`config.mk`:
```
export PLATFORM = sky130hd
export DESIGN_NAME = uart_disp_cmd_ctrl
export DESIGN_NICKNAME = d
export VERILOG_FILES = /design/src/rtl/uart_disp_cmd_ctrl.sv
export SDC_FILE = /design/constraint.sdc
export NUM_CORES = 1
export LEC_CHECK = 0
export CAP_MARGIN = 5
export CORE_AREA = 3 3 82 84
export CTS_CLUSTER_SIZE = 28
export DETAILED_ROUTE_END_ITERATION = 6
export DIE_AREA = 0 0 85 87
export GPL_TIMING_DRIVEN = 0
export PLACE_DENSITY_LB_ADDON = 0.08
export SKIP_LAST_GASP = 1
export SYNTH_ARGS = -nofsm -noshare
export SYNTH_HDL_FRONTEND = slang
export SYNTH_SLANG_ARGS = --single-unit
export TNS_END_PERCENT = 10
```
`constraint.sdc`:
```
create_clock -name I_clk -period 2.67 [get_ports I_clk]
set_clock_uncertainty 0.1 [all_clocks]
set_input_delay 0.6675 -clock I_clk [delete_from_list [all_inputs] [get_ports I_clk]]
set_output_delay 0.6675 -clock I_clk [all_outputs]
set_load 0.05 [all_outputs]
```
`src/rtl/uart_disp_cmd_ctrl.sv`:
```
`default_nettype none
// ============================================================================
// Module   : uart_disp_cmd_ctrl
// Brief    : Assembles 5-byte UART command frames and drives the display mode.
// Revision : 1.0
// ============================================================================
module uart_disp_cmd_ctrl #(
    parameter int unsigned TIMEOUT_CYCLES = 1_000_000,
    parameter logic [7:0]  HDR0           = 8'h55,
    parameter logic [7:0]  HDR1           = 8'hAA
) (
    input  logic       I_clk,
    input  logic       I_rst,
    input  logic [7:0] I_uart_rdata,
    input  logic       I_uart_rvalid,
    output logic       O_split_en,
    output logic [1:0] O_full_ch,
    output logic       O_cfg_update,
    output logic       O_frame_err,
    output logic [7:0] O_err_cnt,
    output logic       O_busy
);

    localparam int unsigned          c_tmo_w     = $clog2(TIMEOUT_CYCLES + 1);
    localparam logic [c_tmo_w-1:0]   c_tmo_max   = c_tmo_w'(TIMEOUT_CYCLES);
    localparam logic [c_tmo_w-1:0]   c_tmo_one   = c_tmo_w'(1);
    localparam logic [7:0]           c_cmd_split = 8'h01;
    localparam logic [7:0]           c_cmd_full  = 8'h02;
    localparam logic [7:0]           c_err_max   = 8'hFF;

    typedef enum logic [2:0] {
        S_HDR0  = 3'd0,
        S_HDR1  = 3'd1,
        S_CMD   = 3'd2,
        S_PARAM = 3'd3,
        S_CHK   = 3'd4
    } state_t;

    state_t               r_state_q,      w_state_d;
    logic                 r_rvalid_q;
    logic [7:0]           r_cmd_q,        w_cmd_d;
    logic [7:0]           r_param_q,      w_param_d;
    logic                 r_split_en_q,   w_split_en_d;
    logic [1:0]           r_full_ch_q,    w_full_ch_d;
    logic                 r_cfg_update_q, w_cfg_update_d;
    logic                 r_frame_err_q,  w_frame_err_d;
    logic [7:0]           r_err_cnt_q,    w_err_cnt_d;
    logic                 r_busy_q,       w_busy_d;
    logic [c_tmo_w-1:0]   r_tmo_cnt_q,    w_tmo_cnt_d;

    logic                 w_byte_acc;
    logic                 w_tmo_hit;
    logic                 w_err;
    logic [7:0]           w_sum;

    always_comb begin
        w_byte_acc     = I_uart_rvalid & ~r_rvalid_q;
        w_tmo_hit      = (r_tmo_cnt_q == c_tmo_max);
        w_sum          = r_cmd_q + r_param_q;
        w_err          = 1'b0;
        w_state_d      = r_state_q;
        w_cmd_d        = r_cmd_q;
        w_param_d      = r_param_q;
        w_split_en_d   = r_split_en_q;
        w_full_ch_d    = r_full_ch_q;
        w_cfg_update_d = 1'b0;
        w_frame_err_d  = 1'b0;
        w_err_cnt_d    = r_err_cnt_q;
        w_tmo_cnt_d    = r_tmo_cnt_q + c_tmo_one;

        // A byte arriving on the terminal-count cycle takes priority over the timeout.
        if (w_byte_acc) begin
            w_tmo_cnt_d = '0;
            case (r_state_q)
                S_HDR0: begin
                    if (I_uart_rdata == HDR0) w_state_d = S_HDR1;
                end
                S_HDR1: begin
                    if (I_uart_rdata == HDR1)      w_state_d = S_CMD;
                    else if (I_uart_rdata == HDR0) w_state_d = S_HDR1;
                    else                           w_state_d = S_HDR0;
                end
                S_CMD: begin
                    w_cmd_d   = I_uart_rdata;
                    w_state_d = S_PARAM;
                end
                S_PARAM: begin
                    w_param_d = I_uart_rdata;
                    w_state_d = S_CHK;
                end
                S_CHK: begin
                    w_state_d = S_HDR0;
                    if ((w_sum == I_uart_rdata) && (r_cmd_q == c_cmd_split)) begin
                        w_split_en_d   = 1'b1;
                        w_cfg_update_d = 1'b1;
                    end else if ((w_sum == I_uart_rdata) && (r_cmd_q == c_cmd_full) &&
                                 (r_param_q <= 8'd3)) begin
                        w_split_en_d   = 1'b0;
                        w_full_ch_d    = r_param_q[1:0];
                        w_cfg_update_d = 1'b1;
                    end else begin
                        w_err = 1'b1;
                    end
                end
                default: w_state_d = S_HDR0;
            endcase
        end else if (r_state_q == S_HDR0) begin
            w_tmo_cnt_d = '0;
        end else if (w_tmo_hit) begin
            // A stall after only the first header byte is not counted as a frame.
            w_tmo_cnt_d = '0;
            w_state_d   = S_HDR0;
            w_err       = (r_state_q != S_HDR1);
        end

        if (w_err) begin
            w_frame_err_d = 1'b1;
            if (r_err_cnt_q != c_err_max) w_err_cnt_d = r_err_cnt_q + 8'd1;
        end

        w_busy_d = (w_state_d != S_HDR0);
    end

    always_ff @(posedge I_clk) begin
        if (I_rst) begin
            r_state_q      <= S_HDR0;
            r_rvalid_q     <= 1'b0;
            r_cmd_q        <= 8'h00;
            r_param_q      <= 8'h00;
            r_split_en_q   <= 1'b1;
            r_full_ch_q    <= 2'd0;
            r_cfg_update_q <= 1'b0;
            r_frame_err_q  <= 1'b0;
            r_err_cnt_q    <= 8'h00;
            r_busy_q       <= 1'b0;
            r_tmo_cnt_q    <= '0;
        end else begin
            r_state_q      <= w_state_d;
            r_rvalid_q     <= I_uart_rvalid;
            r_cmd_q        <= w_cmd_d;
            r_param_q      <= w_param_d;
            r_split_en_q   <= w_split_en_d;
            r_full_ch_q    <= w_full_ch_d;
            r_cfg_update_q <= w_cfg_update_d;
            r_frame_err_q  <= w_frame_err_d;
            r_err_cnt_q    <= w_err_cnt_d;
            r_busy_q       <= w_busy_d;
            r_tmo_cnt_q    <= w_tmo_cnt_d;
        end
    end

    assign O_split_en   = r_split_en_q;
    assign O_full_ch    = r_full_ch_q;
    assign O_cfg_update = r_cfg_update_q;
    assign O_frame_err  = r_frame_err_q;
    assign O_err_cnt    = r_err_cnt_q;
    assign O_busy       = r_busy_q;

endmodule
`default_nettype wire

```
# --- After elaboration in Yosys (flattened, before gate mapping) ---
# Cells that the tools add are included.
totals:
  latch_bits: 0
  mem_bits_rw: 0
  ff_bits: 54
  elab_cells: 63
  output_inout_bits: 14
  rom_bits: 0
  memories: 0
op_classes:
  multipliers: 0
  n_shift: 0
  n_mux: 18
  reduce_logical: 13
  div_mod_pow: 0
  bitwise: 5
  n_lt_le_gt_ge: 1
  add_sub_neg: 3
  n_eq_ne: 12
op_table:
  columns: ["operator", "count"]
  rows:
  - ["adder 20 x 1 -> 20 bit (second input constant)", 1]
  - ["== test 20 bit (second input constant)", 1]
  - ["2-to-1 mux 1 bit", 12]
  - ["2-to-1 mux 3 bit", 4]
  - ["case mux 3 bit (4 select lines)", 1]
  - ["adder 8 x 1 -> 8 bit (second input constant)", 1]
  - ["adder 8 bit", 1]
  - ["== test 8 x 1 -> 1 bit (second input constant)", 1]
  - ["== test 8 x 2 -> 1 bit (second input constant)", 1]
  - ["== test 8 x 7 -> 1 bit (second input constant)", 1]
  - ["== test 8 bit", 1]
  - ["== test 8 bit (second input constant)", 1]
  - ["<= comparator 8 x 2 -> 1 bit (second input constant)", 1]
  - ["!= test 8 bit (second input constant)", 1]
  - ["== test 3 x 2 -> 1 bit (second input constant)", 2]
  - ["AND reduction 2 bit", 3]
  - ["NOT 1 bit", 4]
  - ["AND reduction 4 bit", 1]
  - ["OR reduction 4 bit", 1]
  - ["== test 3 x 1 -> 1 bit (second input constant)", 1]
  - ["== test 3 bit (second input constant)", 1]
  - ["logical AND 1 bit", 3]
  - ["zero test 3 bit", 1]
  - ["!= test 3 x 1 -> 1 bit (second input constant)", 1]
  - ["other kinds (6)", 6]

# --- Depth between registers and ports, before layout ---
# Gate-level depths: netlist of the first run.
depth:
  ltp_word: 9
  depth_mapped: 10
  ltp_nobuf: 10

# --- Worst setup path before layout of the first run ---
# Ideal clock, no wire load.
synth_path:
  path_kind: "register to register"
  from: "register r_cmd_q[0]"
  to: "register r_err_cnt_q[3], in the netlist O_err_cnt[3]"
  slack_ns: -0.193
  synth_period_minus_slack_ns: 2.863
  setup_time_ns: 0.123
  required_time_ns: 2.447
  arrival_ns: 2.640
  stages_incl_launch_ff: 11
  path_cell_list: "dfxtp_1 -> ha_1 -> fa_1 -> a211oi_2 -> o21bai_1 -> a21oi_1 -> xnor2_1 -> or3b_1 -> o31a_4 -> nand3b_2 -> mux2_1"
synth_via:
  elab_chain_len: 9
  elab_cells_between_ends: 12
  classes_between: "add/sub (1); eq/ne (3); mux (4); reduce/logical (4)"
synth_rtl:
  columns: ["item", "line_no", "rtl"]
  rows:
  - ["from (decl)", "41", "logic [7:0] r_cmd_q, w_cmd_d;"]
  - ["from (signal assigned)", "140", "r_cmd_q <= w_cmd_d;"]
  - ["adder 8 bit", "59", "w_sum = r_cmd_q + r_param_q;"]
  - ["== test 8 bit", "93, 96", null]
  - ["logical AND 1 bit (2 in a row)", "96", "end else if ((w_sum == I_uart_rdata) && (r_cmd_q == c_cmd_full) &&"]
  - ["2-to-1 mux 1 bit", "96", null]
  - ["2-to-1 mux 1 bit (*)", "93", "if ((w_sum == I_uart_rdata) && (r_cmd_q == c_cmd_split)) begin"]
  - ["2-to-1 mux 1 bit (*)", "74", "case (r_state_q)"]
  - ["2-to-1 mux 1 bit (*)", "72", "if (w_byte_acc) begin"]
  - ["AND reduction 2 bit (no line) (*)", null, null]
  - ["to (signal assigned)", "146", "r_err_cnt_q <= w_err_cnt_d;"]
  - ["to (decl)", "47", "logic [7:0] r_err_cnt_q, w_err_cnt_d;"]
# Mark *: on every way between the ends. The rest lies on a longest branch, timed or not.
# A chain may end at the register's enable or synchronous reset.

# --- Final worst setup path of the first run ---
layout_path:
  from: "register r_param_q[0]"
  to: "register r_err_cnt_q[5], in the netlist O_err_cnt[5]"
layout_via:
  elab_chain_len: 9
  elab_cells_between_ends: 11
  classes_between: "add/sub (1); order compare (1); eq/ne (1); mux (4); reduce/logical (4)"
layout_rtl:
  columns: ["item", "line_no", "rtl"]
  rows:
  - ["from (decl)", "42", "logic [7:0] r_param_q, w_param_d;"]
  - ["from (signal assigned)", "141", "r_param_q <= w_param_d;"]
  - ["adder 8 bit", "59", null]
  - ["== test 8 bit", "93, 96", null]
  - ["logical AND 1 bit (2 in a row)", "96", null]
  - ["2-to-1 mux 1 bit", "96", null]
  - ["2-to-1 mux 1 bit (*)", "93", null]
  - ["2-to-1 mux 1 bit (*)", "74", null]
  - ["2-to-1 mux 1 bit (*)", "72", null]
  - ["AND reduction 2 bit (no line) (*)", null, null]
# Marked as above.

==> results of run 1 <==
==> sequential cells by signal, summed over array words and instances, names as in the netlist <==
signal        cells
O_full_ch         2
O_cfg_update      1
O_busy            1
r_cmd_q           8
r_tmo_cnt_q      20
O_err_cnt         8
r_state_q         3
r_rvalid_q        1
O_split_en        1
r_param_q         8
O_frame_err       1
==> path summary, 6_finish.rpt <==
path / start / endpoint / slack, ns / cells after the start
setup / recovery: r_param_q[0] / O_err_cnt[5] / -0.19 / 10
hold / removal: r_param_q[2] / r_param_q[2] / 0.38 / 2
setup reg to reg: r_param_q[0] / O_err_cnt[5] / -0.19 / 10
hold reg to reg: r_param_q[2] / r_param_q[2] / 0.38 / 2
==> worst max-delay path, delay by kind of cell (launching register included) <==
family                   cells  cell delay (ns)
AND/OR/NAND/NOR              5             0.79
adder cells (fa/ha/maj)      2             0.70
AO/OA/AOI/OAI                1             0.39
flip-flops                   1             0.35
multiplexers                 1             0.31
XOR/XNOR                     1             0.11
==> stage by stage <==
step,std cells,instance area [um^2]
3_5_place_dp,417,3120
2_1_floorplan,318,2790
6_report,426,3260
4_1_cts,426,3260
3_3_place_gp,417,3120
5_1_grt,426,3260
==> cell families after synthesis <==
family                   share of synthesized area (%)
AO/OA/AOI/OAI                                     8.42
XOR/XNOR                                          10.5
adder cells (fa/ha/maj)                           5.28
buffers and inverters                             2.32
flip-flops                                        39.3
multiplexers                                      5.23
AND/OR/NAND/NOR                                   28.9
==> metal layers <==
metal	vias up	wire [um]
met4	0	41
li1	1164	-
met2	38	2690
met5	-	0
met3	4	211
met1	1041	2910
==> where the power goes <==
group          switching (uW)  internal, uW  total (uW)
combinational            34.7          26.3        61.0
sequential              0.174           805         806
clock                     254           300         554
total                     288          1130        1420
==> timing repair <==
item | 4_1_cts | 5_1_grt
cloned | 0 | 0
endpoints found under the setup margin | 11 | 23
setup buffers | 2 | 0
resized for setup | 2 | 1
pin swaps | 3 | 0
==> cell usage after synthesis, types with 2 or more instances <==
cell | instances | area share (%)
dfxtp_1 | 54 | 39
nor2_1 | 54 | 7.4
nand2_1 | 27 | 3.7
xnor2_1 | 22 | 7.0
nand3_1 | 20 | 3.6
a21oi_1 | 17 | 3.1
mux2i_1 | 11 | 4.0
xor2_1 | 11 | 3.5
ha_1 | 10 | 4.5
inv_1 | 9 | 1.2
clkbuf_1 | 7 | 0.96
and3_1 | 6 | 1.4
nand4_1 | 6 | 1.4
nor2b_1 | 5 | 1.1
nor3_1 | 5 | 0.91
nor4b_1 | 5 | 1.6
nand2b_1 | 4 | 0.91
mux2_1 | 3 | 1.2
o21ai_0 | 3 | 0.55
a21o_1 | 2 | 0.55
and4b_1 | 2 | 0.73
nand3b_1 | 2 | 0.55
nor3b_1 | 2 | 0.55
nor4_1 | 2 | 0.45
or3_1 | 2 | 0.45
==> area by class of cell <==
class	instances	area, um^2
Timing Repair Buffer	26	255
Clock buffer	6	82.6
Inverter	9	33.8
Tap cell	75	93.8
Multi-Input combinational cell	247	1650
Fill cell	571	2730
Buffer	8	30.0
Sequential cell	54	1080
Clock inverter	1	30.0
==> run summary, run 1 <==
worst hold path class: flop to flop
CTS max path bufs: 2
post-synthesis sequential area ratio: 39.3%
clock-pin transition on the worst setup and hold timing paths: 0.09 ns
crit end category: flop
vias in the first global route: 2215
nature of the critical path startpoint: flop
initial antenna violation count: 0
n_diodes: 0
starting DRC count in detailed routing: 104
Num CTS Buffers: 5
Ports: 25
status: finished, violations left
Hold WS: 0.384 ns
failing checks: negative setup slack
Data arrival, critical path: 2.95 ns
clk root buf: clkbuf_8
met1 Use GR: 23.7%
Worst Tran Pin Value: 0.645 ns
DP HPWL: 4.36 mm
die area: 0.00740 mm^2
RSZ-0062 raised after global routing: yes
via density per instance: 5.27
Slew HR: 57.0%
CTS tree: done
WL/cell: 13.7 um
largest net degree at the start of global routing: 16
Die X-Extent: 85 um
RePlAce Congestion: 0.812
CP max stage cell: fa_2
Synth Net Count: 340
Period minus WS final: 2.86 ns
PnR worst setup slack: -0.187 ns
Final Hold Fails: 0
Synth Register Bits: 54
LEAKAGE: 0.00119 uW
number of flops mapped to enable cells by yosys: 0
max capacitance violation total: 0
Setup CP Type: flop to flop
cell area after synthesis: 0.00275 mm^2
final core occ: 54.4%
max-slew violation count: 0
Syn Inst Count: 318
# DRC: 0
Vias: 2247
Total Power: 1420 uW
1st-pass router iterations: 4
Syn. warnings: 0
starting density of the core: 45.9%
most frequent cells in the layout: nor2_1 (54), dfxtp_1 (52), nand2_1 (27)
crit path cell chain: ha_4, fa_2, xnor2_1, nand2_1, nor4_2, nand4_1, or2_4, o31a_4, nand3_2, mux2_1
synthesis-to-layout area growth: 18.6%
Clk Latency, worst-skew pair: 0.30 ns
GRT met2 Usage: 27.7%
routed wire length: 5.85 mm
first-pass GRT wire length: 10.3 mm
pre-CTS WS: -0.454 ns
GR peak layer: met2
Final ANT Viol Nets: 0
Die Ht: 87 um
CP max FO: 5
# setup viols final: 9
Tot GR Track Use: 17.3%
library cells used by synthesis: 52
Pwr Density: 435 mW/mm^2
Rows: 28
met3 usage in global routing: 3.41%
worst stage delay on the critical path: 0.53 ns
core box area: 0.00599 mm^2
H-tree depth: 2
total gr overflow: 0
Total Nets Final: 373
Sink Count: 54
share of layout cells above drive strength 1: 7.98%
Hold Buf Count CTS: 0
final period utilization: 107%
TNS Setup: -1.11 ns
f_max: 350 MHz
number of port buffers: 24
Avg Inst Size Synth: 8.65 um^2
prevailing post-synth register cell: dfxtp_1
async set-reset flop share out of synthesis: 0%
commonest non-fill, non-tap cell in the layout: nor2_1
Critical Path RT: 2.76 ns
peak supply drop: 0.000272 V
Power figures use the tool's default switching activity.
==> run 2: changes to the inputs <==
--- a/config.mk
+++ b/config.mk
@@ -11,7 +11,7 @@
 export DETAILED_ROUTE_END_ITERATION = 6
 export DIE_AREA = 0 0 85 87
 export GPL_TIMING_DRIVEN = 0
-export PLACE_DENSITY_LB_ADDON = 0.08
+export PLACE_DENSITY = 0.64
 export SKIP_LAST_GASP = 1
 export SYNTH_ARGS = -nofsm -noshare
 export SYNTH_HDL_FRONTEND = slang
==> run summary, run 2 (same netlist as run 1, synthesis figures left out) <==
largest net degree at the start of global routing: 16 (unchanged)
# setup viols final: 11 (+2)
Sink Count: 54 (unchanged)
Fill cells: 578 (+1.2%)
starting density of the core: 45.9% (unchanged)
n_diodes: 0 (unchanged)
synthesis-to-layout area growth: 17.8%
share of layout cells above drive strength 1: 7.65% (-0.33 points)
Tot GR Track Use: 16.9% (-0.32 points)
peak supply drop: 0.000229 V (-16%)
Critical Path RT: 2.77 ns (about the same)
Rows: 28 (unchanged)
PnR worst setup slack: -0.196 ns (-0.00916 ns)
CP max FO: 7 (+2)
failing checks: negative setup slack
Data arrival, critical path: 2.96 ns (about the same)
die area: 0.00740 mm^2 (unchanged)
core box area: 0.00599 mm^2 (unchanged)
worst hold path class: flop to flop
Clk Latency, worst-skew pair: 0.30 ns (about the same)
Ports: 25 (unchanged)
most flop-heavy register: r_tmo_cnt_q
final core occ: 54.1% (-0.36 points)
max-slew violation count: 0 (unchanged)
Total Nets Final: 374 (+0.27%)
Final Hold Fails: 0 (unchanged)
nature of the critical path startpoint: flop
final period utilization: 107% (+0.34 points)
status: finished, violations left
Num CTS Buffers: 5 (unchanged)
Final ANT Viol Nets: 0 (unchanged)
pre-CTS WS: -0.460 ns (-0.00598 ns)
Slew HR: 59.0% (+1.9 points)
RePlAce Congestion: 0.807 (-0.52%)
commonest non-fill, non-tap cell in the layout: nor2_1
# DRC: 0 (unchanged)
Pwr Density: 413 mW/mm^2 (-5.2%)
starting DRC count in detailed routing: 100 (-3.8%)
Die X-Extent: 85 um (unchanged)
crit end category: flop
H-tree depth: 2 (unchanged)
initial antenna violation count: 0 (unchanged)
routed wire length: 5.81 mm (-0.82%)
crit path cell chain: ha_4, fa_2, xnor2_1, nand2_1, nor4_2, nand4_1, or2_1, o31a_4, nand3_2, mux2_1
LEAKAGE: 0.00118 uW (-0.81%)
1st-pass router iterations: 4 (unchanged)
number of port buffers: 24 (unchanged)
number of flip-flops in the largest register: 20 (unchanged)
worst stage delay on the critical path: 0.53 ns (about the same)
via density per instance: 5.18 (-1.8%)
Vias: 2218 (-1.3%)
vias in the first global route: 2116 (-4.5%)
Die Ht: 87 um (unchanged)
CP max stage cell: fa_2
first-pass GRT wire length: 10.1 mm (-1.8%)
WL/cell: 13.6 um (-1.3%)
total gr overflow: 0 (unchanged)
Period minus WS final: 2.87 ns (+0.00916 ns)
f_max: 349 MHz (-0.32%)
CTS tree: done
DP HPWL: 4.24 mm (-2.8%)
clock-pin transition on the worst setup and hold timing paths: 0.09 ns (about the same)
Worst Tran Pin Value: 0.607 ns (-0.0377 ns)
delay-heaviest family, CP: simple AND/OR/NAND/NOR gates
RSZ-0062 raised after global routing: yes
max capacitance violation total: 0 (unchanged)
CP bufs+invs: 0 (unchanged)
most frequent cells in the layout: nor2_1 (54), dfxtp_1 (52), nand2_1 (27)
Setup CP Type: flop to flop
clk root buf: clkbuf_8
Hold Buf Count CTS: 0 (unchanged)
CTS max path bufs: 2 (unchanged)
-- run 2: cell type report --
class	instances	area, um^2	area share (%)
Sequential cell	54	1080	33.4
Multi-Input combinational cell	247	1650	50.8
Buffer	8	30.0	0.927
Tap cell	75	93.8	2.90
Clock inverter	1	5.00	0.154
Inverter	9	33.8	1.04
Timing Repair Buffer	27	263	8.11
Clock buffer	7	86.3	2.66
-- run 2: power by group --
group | switching [uW] | internal, uW | leakage [uW] | total, uW
Sequential | 0.169 | 805 | 0.000436 | 806
Clock | 262 | 210 | 0.0000482 | 472
Combinational | 33.5 | 26.5 | 0.000694 | 60.0
-- run 2: repair_timing --
item / CTS / global route
pin swaps: 2 / 2
endpoints found under the setup margin: 9 / 13
endpoints found under the hold margin: 0 / 0
resized for setup: 0 / 1
buffers inserted: 1 / 2
-- run 2: worst paths after layout --
kind                      from           end  slack [ns]  cells after the start
setup reg to reg    r_cmd_q[0]  O_err_cnt[5]       -0.20                     10
hold reg to reg   r_param_q[4]  r_param_q[4]        0.38                      2
hold / removal    r_param_q[4]  r_param_q[4]        0.38                      2
setup / recovery    r_cmd_q[0]  O_err_cnt[5]       -0.20                     10
-- run 2: tightest hold or removal path: stages (launching register included) --
cell and delay (ns):
dfxtp_1 0.34, nand2_1 0.06, a21oi_1 0.05
-- run 2: layer usage --
| metal | GRT usage, % | vias up | wire (um) |
|---|---|---|---|
| li1 | - | 1169 | - |
| met4 | 4.75 | 0 | 58 |
| met3 | 3.41 | 6 | 149 |
| met1 | 24.0 | 1022 | 3020 |
| met5 | 0 | - | 0 |
| met2 | 26.2 | 21 | 2580 |
-- run 2: per-stage QoR --
stage | setup TNS [ns] | instance area [um^2] | cells | total power (uW) | hold WS, ns
after floorplan | -0.171 | 2790 | 318 | 852 | 0.353
after CTS | -1.31 | 3220 | 426 | 1350 | 0.385
after detailed placement | -6.23 | 3120 | 417 | 884 | 0.370
after global routing | -2.97 | 3240 | 428 | 1390 | 0.414
final | -1.25 | 3240 | 428 | 1340 | 0.385
after global placement | -4.82 | 3120 | 417 | 883 | 0.370
